$ cat src/rtl/force_release_seq_if.sv
// Command channel for force_release_seq: valid/ready handshake carrying
// an opcode, a target element index and a force value.
interface force_release_seq_if #(
    parameter int IW = 3
);
    logic          cmd_valid;
    logic          cmd_ready;
    logic [1:0]    cmd_op;
    logic [IW-1:0] cmd_idx;
    logic          cmd_val;

    // The command source drives the payload and valid, and watches ready.
    modport master (
        output cmd_valid,
        output cmd_op,
        output cmd_idx,
        output cmd_val,
        input  cmd_ready
    );

    // The controller consumes the payload and reports whether it can accept.
    modport slave (
        input  cmd_valid,
        input  cmd_op,
        input  cmd_idx,
        input  cmd_val,
        output cmd_ready
    );
endinterface

$ cat src/rtl/force_release_seq.sv
// Sequenced force/release controller for an N-element signal array.
// Per-element commands arrive through a small FIFO; a rising edge of en
// freezes every element at the current i_a, a falling edge releases all.
// o_a and force_mask are registered and always change on the same edge.
module force_release_seq #(
    parameter int N     = 8,
    parameter int IW    = 3,
    parameter int DEPTH = 4
) (
    input  logic                 clk,
    input  logic                 rst,
    force_release_seq_if.slave   cmd,
    input  logic                 en,
    input  logic                 i_a,
    output logic [N-1:0]         o_a,
    output logic [N-1:0]         force_mask,
    output logic                 busy,
    output logic                 err
);
    localparam int              PW       = (DEPTH > 1) ? $clog2(DEPTH) : 1;
    localparam int              CW       = PW + 1;
    localparam logic [CW-1:0]   FULL_CNT = CW'(DEPTH);
    // Index limit held one bit wider than the index so that N itself fits.
    localparam logic [IW:0]     IDX_LIM  = (IW + 1)'(N);

    typedef enum logic [1:0] {
        OP_NOP     = 2'b00,
        OP_FORCE   = 2'b01,
        OP_RELEASE = 2'b10,
        OP_REL_ALL = 2'b11
    } op_e;

    typedef struct packed {
        op_e           op;
        logic [IW-1:0] idx;
        logic          val;
    } cmd_t;

    // Command storage (payload only, never reset)
    cmd_t          mem_q [DEPTH];

    // Queue control
    logic [PW-1:0] wr_ptr_q, wr_ptr_d;
    logic [PW-1:0] rd_ptr_q, rd_ptr_d;
    logic [CW-1:0] count_q,  count_d;
    logic          ready_q,  ready_d;
    logic          busy_q,   busy_d;

    // Force state and outputs
    logic          en_q;
    logic [N-1:0]  mask_q, mask_d;
    logic [N-1:0]  val_q,  val_d;
    logic [N-1:0]  o_a_q,  o_a_d;
    logic          err_q,  err_d;

    logic          push;
    logic          pop;
    logic          rise;
    logic          fall;
    logic          head_oob;
    cmd_t          head;

    assign head     = mem_q[rd_ptr_q];
    assign push     = cmd.cmd_valid && ready_q;
    assign rise     = en && !en_q;
    assign fall     = !en && en_q;
    // An en edge owns the cycle; the queue head waits for the next one.
    assign pop      = !rise && !fall && (count_q != '0);
    assign head_oob = ({1'b0, head.idx} >= IDX_LIM);

    // Queue pointer and occupancy bookkeeping; ready/busy are registered
    // copies of the next occupancy so they line up with count_q.
    always_comb begin
        wr_ptr_d = wr_ptr_q;
        rd_ptr_d = rd_ptr_q;
        count_d  = count_q;
        if (push) begin
            wr_ptr_d = wr_ptr_q + PW'(1);
        end
        if (pop) begin
            rd_ptr_d = rd_ptr_q + PW'(1);
        end
        case ({push, pop})
            2'b10:   count_d = count_q + CW'(1);
            2'b01:   count_d = count_q - CW'(1);
            default: count_d = count_q;
        endcase
        ready_d = (count_d != FULL_CNT);
        busy_d  = (count_d != '0);
    end

    // Select the single action for this cycle: rise, fall, or queue head,
    // then form the next effective array from the next mask and values.
    always_comb begin
        mask_d = mask_q;
        val_d  = val_q;
        err_d  = err_q;
        o_a_d  = '0;
        if (rise) begin
            mask_d = '1;
            val_d  = {N{i_a}};
        end else if (fall) begin
            mask_d = '0;
        end else if (pop) begin
            case (head.op)
                OP_FORCE: begin
                    if (head_oob) begin
                        err_d = 1'b1;
                    end else begin
                        for (int i = 0; i < N; i++) begin
                            if (head.idx == IW'(i)) begin
                                mask_d[i] = 1'b1;
                                val_d[i]  = head.val;
                            end
                        end
                    end
                end
                OP_RELEASE: begin
                    if (head_oob) begin
                        err_d = 1'b1;
                    end else begin
                        for (int i = 0; i < N; i++) begin
                            if (head.idx == IW'(i)) begin
                                mask_d[i] = 1'b0;
                            end
                        end
                    end
                end
                OP_REL_ALL: begin
                    mask_d = '0;
                end
                default: begin
                    mask_d = mask_q;
                end
            endcase
        end
        for (int i = 0; i < N; i++) begin
            o_a_d[i] = mask_d[i] ? val_d[i] : i_a;
        end
    end

    // Write accepted commands at the tail of the queue.
    always_ff @(posedge clk) begin
        if (push) begin
            mem_q[wr_ptr_q] <= cmd_t'({cmd.cmd_op, cmd.cmd_idx, cmd.cmd_val});
        end
    end

    // Queue control registers; reset discards anything still queued.
    always_ff @(posedge clk or posedge rst) begin
        if (rst) begin
            wr_ptr_q <= '0;
            rd_ptr_q <= '0;
            count_q  <= '0;
            ready_q  <= 1'b1;
            busy_q   <= 1'b0;
        end else begin
            wr_ptr_q <= wr_ptr_d;
            rd_ptr_q <= rd_ptr_d;
            count_q  <= count_d;
            ready_q  <= ready_d;
            busy_q   <= busy_d;
        end
    end

    // Force state, edge-detect history and the registered outputs.
    always_ff @(posedge clk or posedge rst) begin
        if (rst) begin
            en_q   <= 1'b0;
            mask_q <= '0;
            val_q  <= '0;
            o_a_q  <= '0;
            err_q  <= 1'b0;
        end else begin
            en_q   <= en;
            mask_q <= mask_d;
            val_q  <= val_d;
            o_a_q  <= o_a_d;
            err_q  <= err_d;
        end
    end

    assign cmd.cmd_ready = ready_q;
    assign busy          = busy_q;
    assign err           = err_q;
    assign force_mask    = mask_q;
    assign o_a           = o_a_q;
endmodule

$ cat src/flat_wrapper.sv
// flat-port wrapper written by rule: the top's interface ports become plain ports
module force_release_seq_flat 
#(
    parameter int N     = 8,
    parameter int IW    = 3,
    parameter int DEPTH = 4
)
  (clk, rst, en, i_a, o_a, force_mask, busy, err, cmd_cmd_valid, cmd_cmd_op, cmd_cmd_idx, cmd_cmd_val, cmd_cmd_ready);
  force_release_seq_if #(.IW(IW)) cmd_i ();
  input  logic clk;
  input  logic rst;
  input  logic en;
  input  logic i_a;
  output logic [N-1:0] o_a;
  output logic [N-1:0] force_mask;
  output logic busy;
  output logic err;
  input wire logic [$bits(cmd_i.cmd_valid)-1:0] cmd_cmd_valid;
  input wire logic [$bits(cmd_i.cmd_op)-1:0] cmd_cmd_op;
  input wire logic [$bits(cmd_i.cmd_idx)-1:0] cmd_cmd_idx;
  input wire logic [$bits(cmd_i.cmd_val)-1:0] cmd_cmd_val;
  output wire logic [$bits(cmd_i.cmd_ready)-1:0] cmd_cmd_ready;
  assign cmd_i.cmd_valid = cmd_cmd_valid;
  assign cmd_i.cmd_op = cmd_cmd_op;
  assign cmd_i.cmd_idx = cmd_cmd_idx;
  assign cmd_i.cmd_val = cmd_cmd_val;
  assign cmd_cmd_ready = cmd_i.cmd_ready;
  force_release_seq #(.N(N), .IW(IW), .DEPTH(DEPTH)) u_core (.clk(clk), .rst(rst), .cmd(cmd_i), .en(en), .i_a(i_a), .o_a(o_a), .force_mask(force_mask), .busy(busy), .err(err));
endmodule
$ cat config.mk
export PLATFORM = sky130hd
export DESIGN_NAME = force_release_seq_flat
export DESIGN_NICKNAME = d
export VERILOG_FILES = /design/src/rtl/force_release_seq_if.sv /design/src/rtl/force_release_seq.sv /design/src/flat_wrapper.sv
export SDC_FILE = /design/constraint.sdc
export NUM_CORES = 1
export LEC_CHECK = 0
export BUFFER_PORTS_ARGS = -buffer_cell sky130_fd_sc_hd__buf_2
export CAP_MARGIN = 20
export CORE_MARGIN = 1
export CORE_UTILIZATION = 38
export CTS_CLUSTER_DIAMETER = 100
export DETAILED_ROUTE_END_ITERATION = 12
export GPL_ROUTABILITY_DRIVEN = 1
export SLEW_MARGIN = 15
export SYNTH_ARGS = -nofsm -noshare
export SYNTH_HDL_FRONTEND = slang
export SYNTH_SLANG_ARGS = --single-unit
$ cat constraint.sdc
create_clock -name clk -period 2.2 [get_ports clk]
set_input_delay 0.44 -clock clk [delete_from_list [all_inputs] [get_ports clk]]
set_output_delay 0.44 -clock clk [all_outputs]
set_load 0.05 [all_outputs]
==> reports/metrics.yaml <==
global_route:
  grt_pass1_wl_mm: 9.48
  gr-usage-all-layers_pct: 17.9
  grt_max_degree: 35
  grt_pass1_vias: 1790
  antenna_found_initial: 0
  grt_overflow: 0
worst_setup_path:
  critPathKind: "reg -> reg"
  worstPathArrival_ns: 2.58
  crit_path_max_fanout: 6
  endpoint_kind: "flop"
  crit_slowest_cell: "mux4_2"
  critical_path.startpoint_type: "flop"
  required_ns: 2.43
  path_cells: "buf_4 > mux4_2 > nor3b_2 > buf_4 > a221o_1 > mux2_4"
  cpMostUsedCell: "buf_4"
  max_stage_delay_ns: 0.62
  ff2ff_setup_slack_ns: -0.15
timing:
  fin_crit_sh_pct: 107
  drv_slew: 0
  rsz0062_at_grt: "true"
  skew_ns: 0.00752
  fin_ws_ns: -0.151
  setup_viol: 8
  fin_hold_ws_ns: 0.183
  fmax_mhz: 425
  period_minus_slack_ns: 2.35
  setup_tns_ns: -0.979
  finalHoldViolations: 0
logic_synthesis:
  syn_inst: 186
  synth-compound-area-share_pct: 8.72
  syn_area_um2: 2670
  synth_top_family_by_area: "simple AND/OR/NAND/NOR gates"
  ys_seq_area_share_pct: 58.9
  yosysTopAreaCell: "dfrtp_1"
  yosysWarnings: 0
  synthFlopType: "dfrtp_1"
  ys_types: 38
  synth_edf_count: 24
  synthMuxAreaShare_pct: 9.85
  yosys.area_share.simple_pct: 11.8
  synth_seq_cells: 58
  avgSynthCellArea_um2: 14.3
  synth-xor-area-share_pct: 1.97
  netlist.area_leader.share_pct: 30.9
  ys_top_cells_by_area: "dfrtp_1, edfxtp_1, mux4_2"
  synthAdderAreaFrac_pct: 4.03
  async_reset_ff_share_pct: 58.6
  syn_nets: 205
placed_design:
  place_ws_ns: -0.174
  place_area_um2: 3060
  dp_cells: 325
  gp_congestion: 0.716
  dpl.hpwl_mm: 3.51
  place.port_buffers: 28
job:
  maxCapViolations: 0
final_layout:
  final_common_cell: "dfrtp_1"
  multi_input_area_um2: 1120
  final_nets: 266
  fill_cells: 581
  layout_common_cells: "dfrtp_1, buf_2, buf_4"
  antenna_cells: 0
  finalNonFillerCells: 348
  regArea_um2: 1570
  drive_above_1_share_pct: 46.4
  design_area_um2: 3460
  synthToLayoutAreaGrowth_pct: 29.7
detailed_routing:
  drtIter0Drc: 120
  wire_per_inst_um: 16.5
  vias: 1787
  postRouteAntennaNets: 0
  first_pass_iters: 4
  drt_wl_total_mm: 5.75
  vias_per_cell: 5.14
  drc: 0
clock_tree:
  numCtsBuffers: 9
  cts.sinks: 58
  h-tree-depth: 3
  cts_root_buf: "clkbuf_8"
  clk_pin_slew_ns: 0.07
  clock_latency_ns: 0.35
  cts_hold_buf: 0
  cts_buffer_depth: 2
  cts_tree: "yes"
pwr:
  combPwrFrac_pct: 45.6
  p_clk_share_pct: 21.8
  powerDensity_nw_per_um2: 1460
  netSwitchingFraction_pct: 39.0
  ir_worst_vdd_uv: 665
  leakagePower_uw: 0.00143
  switchingPower_uw: 1980
  seqPwrFrac_pct: 32.6
  internal_power_uw: 3090
worst_hold_path:
  hp-class: "in -> async"
floorplan:
  initial_core_util_pct: 39.3
  rows: 30
  io_pins: 30
  coreArea_um2: 6790
  dieArea_um2: 7360
  die_h_um: 85.8
  fp.dieW_um: 85.8
run_status:
  status: "complete, but fails checks"
  violations: "negative setup slack"
-- critical path, delay by kind of cell, from the launching register on --
family	cells	cell delay, ns
simple gates	1	0.21
buf+inv	2	0.31
flops	1	0.41
compound gates	1	0.38
mux	2	0.92
-- cell usage after synthesis, drive strengths merged, types with 4 or more instances --
cell type and number:
a21oi 8, a221o 4, a311o 4, and3 5
buf 8, dfrtp 33, edfxtp 24, ha 7
inv 10, mux2 9, mux4 6, nand2 5
nor2 6, nor2b 4, nor3 5, nor3b 7
o21ai 9, o31ai 9, xnor2 4
-- worst paths after layout --
kind                                         start                  to  depth (start not counted)
worst min-delay path                           rst       u_core.o_a[1]                          3
min in group clk                    cmd_cmd_idx[2]  u_core.mem_q[3][3]                          1
max in group asynchronous                      rst  u_core.rd_ptr_q[1]                          3
worst min register to register   u_core.count_q[2]   u_core.count_q[2]                          1
worst max-delay path            u_core.rd_ptr_q[0]       u_core.o_a[2]                          6
worst max register to register  u_core.rd_ptr_q[0]       u_core.o_a[2]                          6
-- power by group through the flow --
stage	Combinational [uW]	Clock, uW	Sequential [uW]
2_1_floorplan	1180	0	1990
3_3_place_gp	2050	0	1630
3_5_place_dp	2080	0	1640
4_1_cts	2220	1130	1650
5_1_grt	2490	1180	1690
6_report	2310	1110	1650
-- area by class of cell --
| class | instances | area share (%) |
|---|---|---|
| Clock inverter | 7 | 2.93 |
| Clock buffer | 9 | 3.58 |
| Inverter | 10 | 1.08 |
| Tap cell | 96 | 3.47 |
| Timing Repair Buffer | 58 | 11.0 |
| Multi-Input combinational cell | 110 | 32.5 |
| Sequential cell | 58 | 45.5 |
-- registers in the layout, indices dropped and copies added (netlist names) --
name	flops
u_core.busy	1
u_core.val_q	8
u_core.rd_ptr_q	2
u_core.wr_ptr_q	2
u_core.o_a	8
u_core.mem_q	24
u_core.force_mask	8
u_core.en_q	1
u_core.count_q	3
u_core.cmd.cmd_ready	1
-- layer usage --
metal	vias to the layer above	part of all wire, %	GRT usage [%]
li1	822	-	-
met1	873	41	21.8
met2	80	50	28.5
met3	12	7.1	6.16
met4	0	1.8	8.64
met5	-	0	0
-- timing repair --
action | in CTS | in global routing
cloned | 3 | 0
pin swaps | 1 | 4
setup buffers | 1 | 3
gates resized for setup | 5 | 14
setup endpoints to repair | 9 | 18
-- cell families after synthesis --
kind of cell               after synthesis
buffers and inverters                   21
other                                    1
AOI/OAI and AO/OA                       34
adders and majority gates                8
muxes                                   15
DFF                                     58
xor gates and xnor gates                 6
and+or+nand+nor                         43
-- stage by stage --
stage          util (%)  total power (uW)
2_1_floorplan         -              3170
3_3_place_gp       45.0              3680
3_5_place_dp       45.0              3720
4_1_cts            49.9              4990
5_1_grt            51.0              5360
6_report           51.0              5060
Note: power is estimated with default switching activity, not from simulation.
